### config.mk
export PLATFORM = sky130hd
export DESIGN_NAME = fp_thresh_sched
export DESIGN_NICKNAME = d
export VERILOG_FILES = /design/src/rtl/fp_thresh_pkg.sv /design/src/rtl/fp_gt.sv /design/src/rtl/fp_thresh_sched.sv
export SDC_FILE = /design/constraint.sdc
export NUM_CORES = 1
export LEC_CHECK = 0
export CAP_MARGIN = 20
export CORE_MARGIN = 3
export CORE_UTILIZATION = 27
export DETAILED_ROUTE_END_ITERATION = 12
export SLEW_MARGIN = 40
export SYNTH_ARGS = -nofsm -noshare
export SYNTH_HDL_FRONTEND = slang
export SYNTH_SLANG_ARGS = --single-unit
### constraint.sdc
create_clock -name clk -period 4.9 [get_ports clk]
set_input_delay 1.225 -clock clk [delete_from_list [all_inputs] [get_ports clk]]
set_output_delay 1.225 -clock clk [all_outputs]
set_load 0.005 [all_outputs]
### src/rtl/fp_thresh_pkg.sv
// Shared types and constants for the fp_thresh_sched threshold classifier.
package fp_thresh_pkg;

  typedef enum logic [1:0] {
    IDLE   = 2'd0,
    CMP_HI = 2'd1,
    CMP_LO = 2'd2,
    DONE   = 2'd3
  } state_t;

  // Decision encoding as {out_hold, out_below}.
  localparam logic [1:0] DEC_ABOVE = 2'b00;
  localparam logic [1:0] DEC_BELOW = 2'b01;
  localparam logic [1:0] DEC_HOLD  = 2'b10;

  localparam logic [31:0] DEFAULT_LOW  = 32'h41F0_0000; // 30.0
  localparam logic [31:0] DEFAULT_HIGH = 32'h428C_0000; // 70.0

endpackage

### src/rtl/fp_gt.sv
// Combinational float32 ordered greater-than: gt = (f1 > f2).
// NaN on either side gives 0; +0 and -0 compare equal.
module fp_gt (
  input  logic [31:0] f1,
  input  logic [31:0] f2,
  output logic        gt
);

  logic nan1;
  logic nan2;
  logic both_zero;

  assign nan1      = (f1[30:23] == 8'hFF) && (f1[22:0] != 23'd0);
  assign nan2      = (f2[30:23] == 8'hFF) && (f2[22:0] != 23'd0);
  assign both_zero = (f1[30:0] == 31'd0) && (f2[30:0] == 31'd0);

  always_comb begin
    gt = 1'b0;
    if (!nan1 && !nan2 && !both_zero) begin
      if (f1[31] != f2[31])
        gt = !f1[31];
      else if (!f1[31])
        gt = f1[30:0] > f2[30:0];
      else
        gt = f1[30:0] < f2[30:0];
    end
  end

endmodule

### src/rtl/fp_thresh_sched.sv
// Classifies a float32 sample against low/high thresholds using one shared fp_gt.
// Latency 3 (2 on a high hit when FP_THRESH_SCHED_EARLY_EXIT_EN); stalls in DONE until out_ready.
module fp_thresh_sched
  import fp_thresh_pkg::*;
(
  input  logic        clk,
  input  logic        rst,
  input  logic        in_valid,
  output logic        in_ready,
  input  logic [31:0] in_data,
  input  logic        cfg_we,
  input  logic        cfg_sel,
  input  logic [31:0] cfg_data,
  output logic        out_valid,
  input  logic        out_ready,
  output logic        out_hold,
  output logic        out_below
);

  state_t      state;
  logic [31:0] thr_low;
  logic [31:0] thr_high;
  logic [31:0] sample;
  logic [31:0] snap_low;
  logic [31:0] snap_high;
  logic        hi_flag;
  logic        lo_flag;
  logic [31:0] cmp_a;
  logic [31:0] cmp_b;
  logic        cmp_gt;

  always_ff @(posedge clk) begin
    if (rst) begin
      thr_low  <= DEFAULT_LOW;
      thr_high <= DEFAULT_HIGH;
    end else if (cfg_we) begin
      if (cfg_sel)
        thr_high <= cfg_data;
      else
        thr_low <= cfg_data;
    end
  end

  // Only CMP_LO swaps the operands; every other state presents the CMP_HI pair.
  assign cmp_a = (state == CMP_LO) ? snap_low : sample;
  assign cmp_b = (state == CMP_LO) ? sample   : snap_high;

  fp_gt u_fp_gt (
    .f1 (cmp_a),
    .f2 (cmp_b),
    .gt (cmp_gt)
  );

  always_ff @(posedge clk) begin
    if (rst) begin
      state     <= IDLE;
      in_ready  <= 1'b0;
      out_valid <= 1'b0;
      hi_flag   <= 1'b0;
      lo_flag   <= 1'b0;
      sample    <= 32'd0;
      snap_low  <= DEFAULT_LOW;
      snap_high <= DEFAULT_HIGH;
    end else begin
      case (state)
        IDLE: begin
          in_ready <= 1'b1;
          if (in_valid && in_ready) begin
            sample    <= in_data;
            snap_low  <= thr_low;
            snap_high <= thr_high;
            hi_flag   <= 1'b0;
            lo_flag   <= 1'b0;
            in_ready  <= 1'b0;
            state     <= CMP_HI;
          end
        end
        CMP_HI: begin
          hi_flag <= cmp_gt;
`ifdef FP_THRESH_SCHED_EARLY_EXIT_EN
          if (cmp_gt) begin
            out_valid <= 1'b1;
            state     <= DONE;
          end else begin
            state <= CMP_LO;
          end
`else
          state <= CMP_LO;
`endif
        end
        CMP_LO: begin
          lo_flag   <= cmp_gt;
          out_valid <= 1'b1;
          state     <= DONE;
        end
        DONE: begin
          if (out_ready) begin
            out_valid <= 1'b0;
            in_ready  <= 1'b1;
            state     <= IDLE;
          end
        end
        default: state <= IDLE;
      endcase
    end
  end

  // Decision decodes registered flags only; HOLD whenever nothing is valid.
  assign out_hold  = !out_valid || (!hi_flag && !lo_flag);
  assign out_below = out_valid && !hi_flag && lo_flag;

endmodule

==> results of run 1 <==
worst reg2reg max path: cells and delay by family, from the launching register on:
kind | cells | cell delay [ns]
fa+ha+maj | 2 | 1.01
flops | 1 | 0.34
mux | 1 | 0.29
buf+inv | 2 | 0.56
compound gates | 3 | 0.63
simple gates | 4 | 0.92
per-stage QoR:
stage | instance area [um2] | util
3_5_place_dp | 8670 | 0.317
5_1_grt | 9260 | 0.339
4_1_cts | 9260 | 0.339
2_1_floorplan | 7620 | -
6_report | 9260 | 0.339
3_3_place_gp | 8670 | 0.317
power breakdown:
part	leakage [nW]	internal [mW]	switching [mW]
clock	0.282	0.726	0.614
sequential	1.35	1.47	0.132
combinational	1.73	0.512	0.692
total	3.36	2.70	1.44
state kept, by name, indices dropped and copies added, names as in the netlist:
signal     count
hi_flag        1
in_ready       1
lo_flag        1
out_valid      1
sample        32
snap_high     32
snap_low      32
state          2
thr_high      32
thr_low       32
logic make-up (layout without fill, tap and decap cells):
kind of cell	after synthesis	in the layout	synth area share
compound gates	187	187	0.133
buf+inv	74	125	0.0378
simple gates	436	436	0.243
mux	66	66	0.0911
fa+ha+maj	36	36	0.0591
flops	166	166	0.436
layout make-up:
class | instances | area (um2)
multi-input combinational | 725 | 4030
tap | 372 | 465
timing repair buffer | 82 | 812
inverter | 11 | 41.3
clock inverter | 14 | 156
sequential | 166 | 3320
fill | 2952 | 18100
clock buffer | 18 | 429
routing by layer:
layer  GRT usage  up-vias  routed length (um)
li1            -     3356                   -
met3      0.0356       43                1430
met5           0        -                  43
met2       0.204      197                8870
met1       0.212     3099               11200
met4      0.0449        6                 475
worst max path at each step:
stage,startpoint,to,slack [ns],depth (start not counted)
after floorplan,state[0]$_SDFFE_PP0P_,lo_flag$_SDFFE_PP0P_,1.26,15
after global routing,state[0]$_SDFFE_PP0P_,hi_flag$_SDFFE_PP0P_,0.86,12
after CTS,state[0]$_SDFFE_PP0P_,lo_flag$_SDFFE_PP0P_,1.11,12
final,state[0]$_SDFFE_PP0P_,lo_flag$_SDFFE_PP0P_,1.10,12
after global placement,state[0]$_SDFFE_PP0P_,lo_flag$_SDFFE_PP0P_,1.04,12
after detailed placement,state[0]$_SDFFE_PP0P_,lo_flag$_SDFFE_PP0P_,1.14,12
Yosys cell counts (2+ instances only):
cell type	count
nand2_1	335
dfxtp_1	166
a21oi_1	156
clkbuf_1	46
mux2i_1	39
ha_1	36
nand3_1	31
mux2_2	27
nor2_1	16
nand4_1	13
nor4_1	12
buf_1	11
inv_1	11
nor3_1	7
o21ai_0	7
buf_2	5
nand3b_1	4
a211oi_1	3
a31oi_1	3
nand2b_1	3
nor2b_1	3
a21o_1	2
a221o_1	2
o2111ai_1	2
or3_1	2
==> impl_results.md, run 1 <==
* Status: finished, final reports clean
* R2R cell count at 12
* Area leader, netlist: dfxtp_1
* First-pass DRT Iterations at 5
* Syn Area/Cell at 7.90 um2
* DRT antenna net count at 0
* Min-Delay Startpoint: thr_high[20]$_SDFFE_PP0P_
* Hold Path End: snap_high[20]$_SDFFE_PP0P_
* Async SR Flop Fraction at 0
* Post-synthesis sequential area ratio at 0.436
* Routed vias/inst at 4.83
* Final number of hold-violating endpoints at 0
* Starting DRT DRC Count at 621
* TritonCTS buffer count at 17
* YS warnings at 0
* Worst hold slack at 0.444 ns
* TritonCTS clock tree: done
* Hpwl dp at 15.3 mm
* Worst Path Arrival at 4.17 ns
* Final GP Congestion at 0.861
* Syn Nets at 1071
* Die W at 174 um
* Max-cap violations at 0
* First-pass GRT wire length at 35.1 mm
* PortBufs at 73
* Post-CTS setup buffer count at 0
* Top FF cell, synth: dfxtp_1
* Worst clock skew at 0.0144 ns
* Synth cell types at 48
* Worst r2r dst: lo_flag$_SDFFE_PP0P_
* Initial antenna violation count at 3
* Fin worst setup slack at 1.10 ns
* # rows at 60
* Largest net degree at the start of global routing at 93
* R2R Path Start: state[0]$_SDFFE_PP0P_
* Top cells by area, synth: dfxtp_1, nand2_1, a21oi_1, ha_1, mux2i_1
* Commonest non-fill, non-tap cells in the layout: nand2_1, dfxtp_1, a21oi_1
* Mapped cell area at 7620 um2
* Initial Utilization at 0.279
* Most common cell after layout, fill and taps aside: nand2_1
* Routed WL at 22.0 mm
* Max VDD drop at 0.000249 V
* EDFF count, synth at 0
* Max incr delay on CP at 0.72 ns
* CP max-delay cell: ha_2
* Min Tclk post-route at 3.80 ns
* Place WS at 1.14 ns
* Synth-to-Final Area Change at 21.5%
* Tightest Pin Transition at 0.794 ns
* HP Class: flop to flop
* Nets at 1109
* Pleak at 3.36 nW
* Critical path required time at 5.27 ns
* CTS sink count at 166
* Top delay family on crit path: adder cells
* Max-slew violation count at 0
* Routed via count at 6701
* Worst R2R Setup Slack at 1.10 ns
* DRC Markers at 0
* Fmax at 0.263 GHz
* CP dominant cell by count: or3_1
* Clock root buffer: clkbuf_16
* Post-synth top area share at 0.436
* Vias in the first global route at 6452
* Die Area at 30300 um2
* RSZ-0062 raised after global routing: no
* Cell Pwr Density at 447 nW/um2
* CP Capture Type: flop
* Antenna cells at 0
* Final Non-Filler Cells at 1388
* Max Root-Sink Buffers at 2
* TNS Setup at 0 ns
* Setup Crit Path Kind: flop to flop
* Worst-path fanout max at 32
* Worst skew pair latency at 0.43 ns
* Period utilization at 0.776
* Gr usage total at 0.144
* Relative slew slack at 0.470
* Hold depth at 2
* CP cell instances: inv_1, ha_2, buf_4, mux2i_1, ha_1, nand4_1, nor3_1, a221o_1, or3_1, or3_1, a31oi_1, a31o_1
* Routed len/inst at 15.8 um
* Synthesized flop and latch total at 166
* Critical path buffers and inverters at 2
* Final Total Pwr at 4.14 mW
* Placed Cells at 1356
* Total grt overflow at 0
* Die Y at 174 um
* H-Tree Depth at 4
* Post_cts resized at 0
* CTS Hold Bufs at 0
* Mapped Cells at 965
* Endpoints failing setup at 0
* Core Area at 27300 um2
* Num ports at 74
* Fraction of layout instances using a drive strength above 1 at 0.0787
* Clock transition at the registers of the reported paths at 0.08 ns
* CP Launch Type: flop
Note: power is estimated with default switching activity, not from simulation.
==> inputs of run 2 (changes only) <==
clock period = 3.69 ns   (was 4.9 ns; I/O delays follow)
==> run 2 against run 1 <==
Against the previous run:
- non-clock buffer count rose by 3
- global-route usage fell by 0.082 points
- clock skew fell by 0.0056 ns
- sequential power increased by 32%
- first-iteration DRC count down 16%
- combinational power rose by 35%
- power up 33%
- fmax increased by 10%
- critical path depth down 1
- worst hold slack gained 0.0063 ns
- utilization up 0.20 points
- critical path type unchanged
- critical endpoint unchanged
- largest cell class unchanged
==> impl_results.md, run 2 (same netlist as run 1, synthesis figures left out) <==
* Status: finished, final reports clean
* Final number of hold-violating endpoints at 0 (unchanged)
* Routed len/inst at 15.5 um (-2.1%)
* Total grt overflow at 0 (unchanged)
* H-Tree Depth at 4 (unchanged)
* CTS sink count at 166 (unchanged)
* Synth-to-Final Area Change at 22.2%
* TritonCTS clock tree: done
* Min Tclk post-route at 3.45 ns (-0.353 ns)
* Critical path required time at 4.06 ns (-1.21 ns)
* # rows at 60 (unchanged)
* Hpwl dp at 15.4 mm (+0.38%)
* Routed WL at 21.6 mm (-1.9%)
* Pleak at 3.39 nW (+1.0%)
* Clock transition at the registers of the reported paths at 0.07 ns (about the same)
* Die Y at 174 um (unchanged)
* Max-cap violations at 0 (unchanged)
* Initial Utilization at 0.279 (unchanged)
* Endpoints failing setup at 0 (unchanged)
* DRT antenna net count at 0 (unchanged)
* CTS Hold Bufs at 0 (unchanged)
* Largest net degree at the start of global routing at 89 (-4.3%)
* Die Area at 30300 um2 (unchanged)
* Die W at 174 um (unchanged)
* PortBufs at 73 (unchanged)
* Finished Core Util at 0.341 (+0.00201)
* Worst-path fanout max at 24 (-25%)
* Max VDD drop at 0.000356 V (+43%)
* HP Class: flop to flop
* Routed via count at 6712 (+0.16%)
* Final GP Congestion at 0.879 (+2.2%)
* Fraction of layout instances using a drive strength above 1 at 0.0815 (+0.00271)
* CP Launch Type: flop
* Worst skew pair latency at 0.43 ns (about the same)
* Post-CTS setup buffer count at 0 (unchanged)
* Starting DRT DRC Count at 522 (-16%)
* Core Area at 27300 um2 (unchanged)
* Max Root-Sink Buffers at 2 (unchanged)
* Nets at 1112 (+0.27%)
* Tightest Pin Transition at 0.791 ns (-0.00238 ns)
* Antenna cells at 0 (unchanged)
* First-pass DRT Iterations at 5 (unchanged)
* DRC Markers at 0 (unchanged)
* Worst clock skew at 0.00876 ns (-0.00560 ns)
* First-pass GRT wire length at 35.1 mm (-0.18%)
* Commonest non-fill, non-tap cells in the layout: nand2_1, dfxtp_1, a21oi_1
* Routed vias/inst at 4.83 (about the same)
* Num ports at 74 (unchanged)
* Worst Path Arrival at 3.82 ns (-0.35 ns)
* Max-slew violation count at 0 (unchanged)
* TritonCTS buffer count at 17 (unchanged)
* Fmax at 0.290 GHz (+10%)
* Vias in the first global route at 6523 (+1.1%)
* Initial antenna violation count at 0 (-3)
* Cell Pwr Density at 592 nW/um2 (+32%)
* Post_cts resized at 0 (unchanged)
* TNS Setup at 0 ns (unchanged)
* Relative slew slack at 0.472 (+0.00159)
* Clock root buffer: clkbuf_16
* RSZ-0062 raised after global routing: no
* Setup Crit Path Kind: flop to flop
* Gr usage total at 0.143 (-0.000820)
* Placed Cells at 1359 (+0.22%)
* Final Non-Filler Cells at 1391 (+0.22%)
* Most common cell after layout, fill and taps aside: nand2_1
* CP Capture Type: flop
* Worst hold slack at 0.450 ns (+0.00631 ns)
* Period utilization at 0.934 (+0.159)
==> run 2: through the flow <==
step,instance area [um2],total power [mW],setup slack (ns)
6_report,9310,5.51,0.242
5_1_grt,9310,5.83,0.0471
4_1_cts,9310,5.55,0.250
3_5_place_dp,8720,3.77,0.269
3_3_place_gp,8710,3.75,0.327
2_1_floorplan,7620,3.29,0.0514
==> run 2: worst max-delay path, cell delays in order (launching register included) <==
cell	delay [ns]
dfxtp_1	0.34
inv_1	0.11
ha_2	0.62
mux2i_1	0.39
ha_1	0.33
nand4_1	0.16
nor3_1	0.08
a221o_1	0.31
or3_1	0.35
or3_1	0.40
a31oi_1	0.18
a31o_1	0.11
==> run 2: per-layer routing <==
layer  part of all wire  vias to the layer above  GRT usage
met3              0.045                       24     0.0304
met4              0.015                        0     0.0399
met1               0.53                     3158      0.215
met5                  0                        -          0
li1                   -                     3388          -
met2               0.41                      142      0.204
==> run 2: path summary, 6_finish.rpt <==
path	from	end	slack (ns)	cells after the start
worst min register to register	thr_high[14]$_SDFFE_PP0P_	snap_high[14]$_SDFFE_PP0P_	0.45	2
worst max register to register	state[0]$_SDFFE_PP0P_	lo_flag$_SDFFE_PP0P_	0.24	11
worst min-delay path	thr_high[14]$_SDFFE_PP0P_	snap_high[14]$_SDFFE_PP0P_	0.45	2
worst max-delay path	state[0]$_SDFFE_PP0P_	lo_flag$_SDFFE_PP0P_	0.24	11
==> run 2: area by class of cell <==
type                       count  area [um2]
tap                          372         465
clock inverter                14         156
multi-input combinational    725        4030
timing repair buffer          85         860
clock buffer                  18         439
fill                        2929       18000
sequential                   166        3320
inverter                      11        41.3
==> run 2: where the power goes <==
group	internal, mW	switching (mW)
logic	0.704	0.912
registers	1.95	0.176
clock network	0.980	0.791
==> inputs of run 3 (changes only) <==
clock period = 3.3 ns   (was 3.69 ns; I/O delays follow)
==> run 3 against run 2 <==
Against the previous run:
- register-to-register slack lost 0.06 ns
- first-iteration DRC count decreased by 2.1%
- critical endpoint unchanged
- setup slack got worse by 0.062 ns
- flip-flop and latch count stayed put
- clock power is 14% higher
==> impl_results.md, run 3 (same netlist as run 1, synthesis figures left out) <==
* Status: finished, final reports clean
* Clock root buffer: clkbuf_16
* Initial antenna violation count at 1 (+1)
* Gr usage total at 0.145 (+0.00242)
* Vias in the first global route at 6481 (-0.64%)
* CP Launch Type: flop
* Critical path buffers and inverters at 2 (+1)
* Fraction of layout instances using a drive strength above 1 at 0.0933 (+0.0118)
* Period utilization at 0.945 (+0.0110)
* Min Tclk post-route at 3.12 ns (-0.328 ns)
* Worst clock skew at 0.0143 ns (+0.00551 ns)
* Initial Utilization at 0.279 (unchanged)
* CP Capture Type: flop
* TritonCTS clock tree: done
* Most common cell after layout, fill and taps aside: nand2_1
* Commonest non-fill, non-tap cells in the layout: nand2_1, dfxtp_1, a21oi_1
* Die Y at 174 um (unchanged)
* Max incr delay on CP at 0.40 ns (-0.22 ns)
* DR WL met2 at 8.99 mm (+1.4%)
* Finished Core Util at 0.347 (+0.00618)
* Synth-to-Final Area Change at 24.4%
* Routed len/inst at 15.6 um (+0.29%)
* DRC Markers at 0 (unchanged)
* Num ports at 74 (unchanged)
* H-Tree Depth at 4 (unchanged)
* Top delay family on crit path: compound AO/OA/AOI/OAI gates
* CTS Hold Bufs at 0 (unchanged)
* Max-slew violation count at 0 (unchanged)
* Core Area at 27300 um2 (unchanged)
* Highest Signal Layer: met5
* # rows at 60 (unchanged)
* DRT antenna net count at 0 (unchanged)
* CP max-delay cell: or3_1
* Cell Pwr Density at 666 nW/um2 (+13%)
* TritonCTS buffer count at 17 (unchanged)
* Nets at 1123 (+0.99%)
* Routed vias/inst at 4.77 (-1.2%)
* HP Class: flop to flop
* Die Area at 30300 um2 (unchanged)
* Worst skew pair latency at 0.43 ns (about the same)
* First-pass GRT wire length at 35.4 mm (+0.89%)
* Routed via count at 6681 (-0.46%)
* Final number of hold-violating endpoints at 0 (unchanged)
* FILL cells at 2899 (-1.0%)
* CP dominant cell by count: or3_1
* CTS sink count at 166 (unchanged)
* Setup Crit Path Kind: flop to flop
* Hpwl dp at 15.3 mm (-0.34%)
* Critical path required time at 3.67 ns (-0.39 ns)
* Pleak at 3.47 nW (+2.2%)
* Clock transition at the registers of the reported paths at 0.06 ns (about the same)
* Endpoints failing setup at 0 (unchanged)
* Final Non-Filler Cells at 1401 (+0.72%)
* Max Root-Sink Buffers at 2 (unchanged)
* M1 wire length at 11.3 mm (-0.92%)
* Worst-path fanout max at 14 (-42%)
* Starting DRT DRC Count at 511 (-2.1%)
* PortBufs at 73 (unchanged)
* Max VDD drop at 0.000376 V (+5.6%)
* Max-cap violations at 0 (unchanged)
* First-pass DRT Iterations at 5 (unchanged)
* Largest net degree at the start of global routing at 95 (+6.7%)
* DR WL met3 at 1.18 mm (+21%)
* Fmax at 0.321 GHz (+11%)
* Die W at 174 um (unchanged)
* Placed Cells at 1368 (+0.66%)
* Total grt overflow at 0 (unchanged)
* CP cell instances: inv_2, ha_4, buf_12, mux2_2, ha_1, a21oi_1, o21ai_0, a221o_1, or3_1, or3_1, a31oi_1, a31o_1
* Routed WL at 21.8 mm (+1.0%)
* Relative slew slack at 0.575 (+0.103)
* Worst Path Arrival at 3.49 ns (-0.33 ns)
* Tightest Pin Transition at 0.629 ns (-0.162 ns)
* Antenna cells at 0 (unchanged)
* Final GP Congestion at 0.885 (+0.61%)
==> run 3: stage by stage <==
step / TNS, ns / hold slack (ns) / worst slack, ns / cell area (um2) / power (mW)
after floorplan: 0 / 0.432 / 0.000887 / 7630 / 3.68
after global placement: 0 / 0.440 / 0.0934 / 8830 / 4.28
after detailed placement: 0 / 0.445 / 0.0230 / 8830 / 4.29
after CTS: 0 / 0.454 / 0.00767 / 9430 / 6.31
after global routing: -0.00683 / 0.472 / -0.00683 / 9480 / 6.70
final: 0 / 0.454 / 0.181 / 9480 / 6.31
==> run 3: area by class of cell <==
type	count	area, um2	share of cell area
Timing Repair Buffer	96	1010	0.106
Clock buffer	19	453	0.0478
Sequential cell	166	3320	0.351
Tap cell	372	465	0.0491
Inverter	11	41.3	0.00435
Clock inverter	12	141	0.0149
Multi-Input combinational cell	725	4050	0.427
==> run 3: path summary, 6_finish.rpt <==
check / startpoint / to / slack, ns / cells past startpoint
min reg2reg: thr_low[28]$_SDFFE_PP0P_ / snap_low[28]$_SDFFE_PP0P_ / 0.45 / 2
min: thr_low[28]$_SDFFE_PP0P_ / snap_low[28]$_SDFFE_PP0P_ / 0.45 / 2
max: state[0]$_SDFFE_PP0P_ / lo_flag$_SDFFE_PP0P_ / 0.18 / 12
max reg2reg: state[0]$_SDFFE_PP0P_ / lo_flag$_SDFFE_PP0P_ / 0.18 / 12
==> run 3: power breakdown <==
part	total, mW	switching, mW	internal, mW
combinational	1.93	1.05	0.876
clock	2.01	0.845	1.16
sequential	2.38	0.198	2.18
total	6.31	2.09	4.22
==> run 3: worst register-to-register path, cell delays in order (launching register included) <==
cell and delay [ns]:
dfxtp_1 0.32, inv_2 0.11, ha_4 0.19, buf_12 0.16, mux2_2 0.34, ha_1 0.31, a21oi_1 0.17, o21ai_0 0.12
a221o_1 0.29, or3_1 0.34, or3_1 0.40, a31oi_1 0.19, a31o_1 0.11
==> run 3: timing repair <==
item,in CTS,in global routing
endpoints found under the setup margin,0,2
gates resized for setup,0,5
buffers inserted,0,1
==> run 3: metal layers <==
metal,GRT usage,up-vias
li1,-,3393
met1,0.216,3108
met2,0.205,152
met3,0.0369,26
met4,0.0416,2
met5,0,-
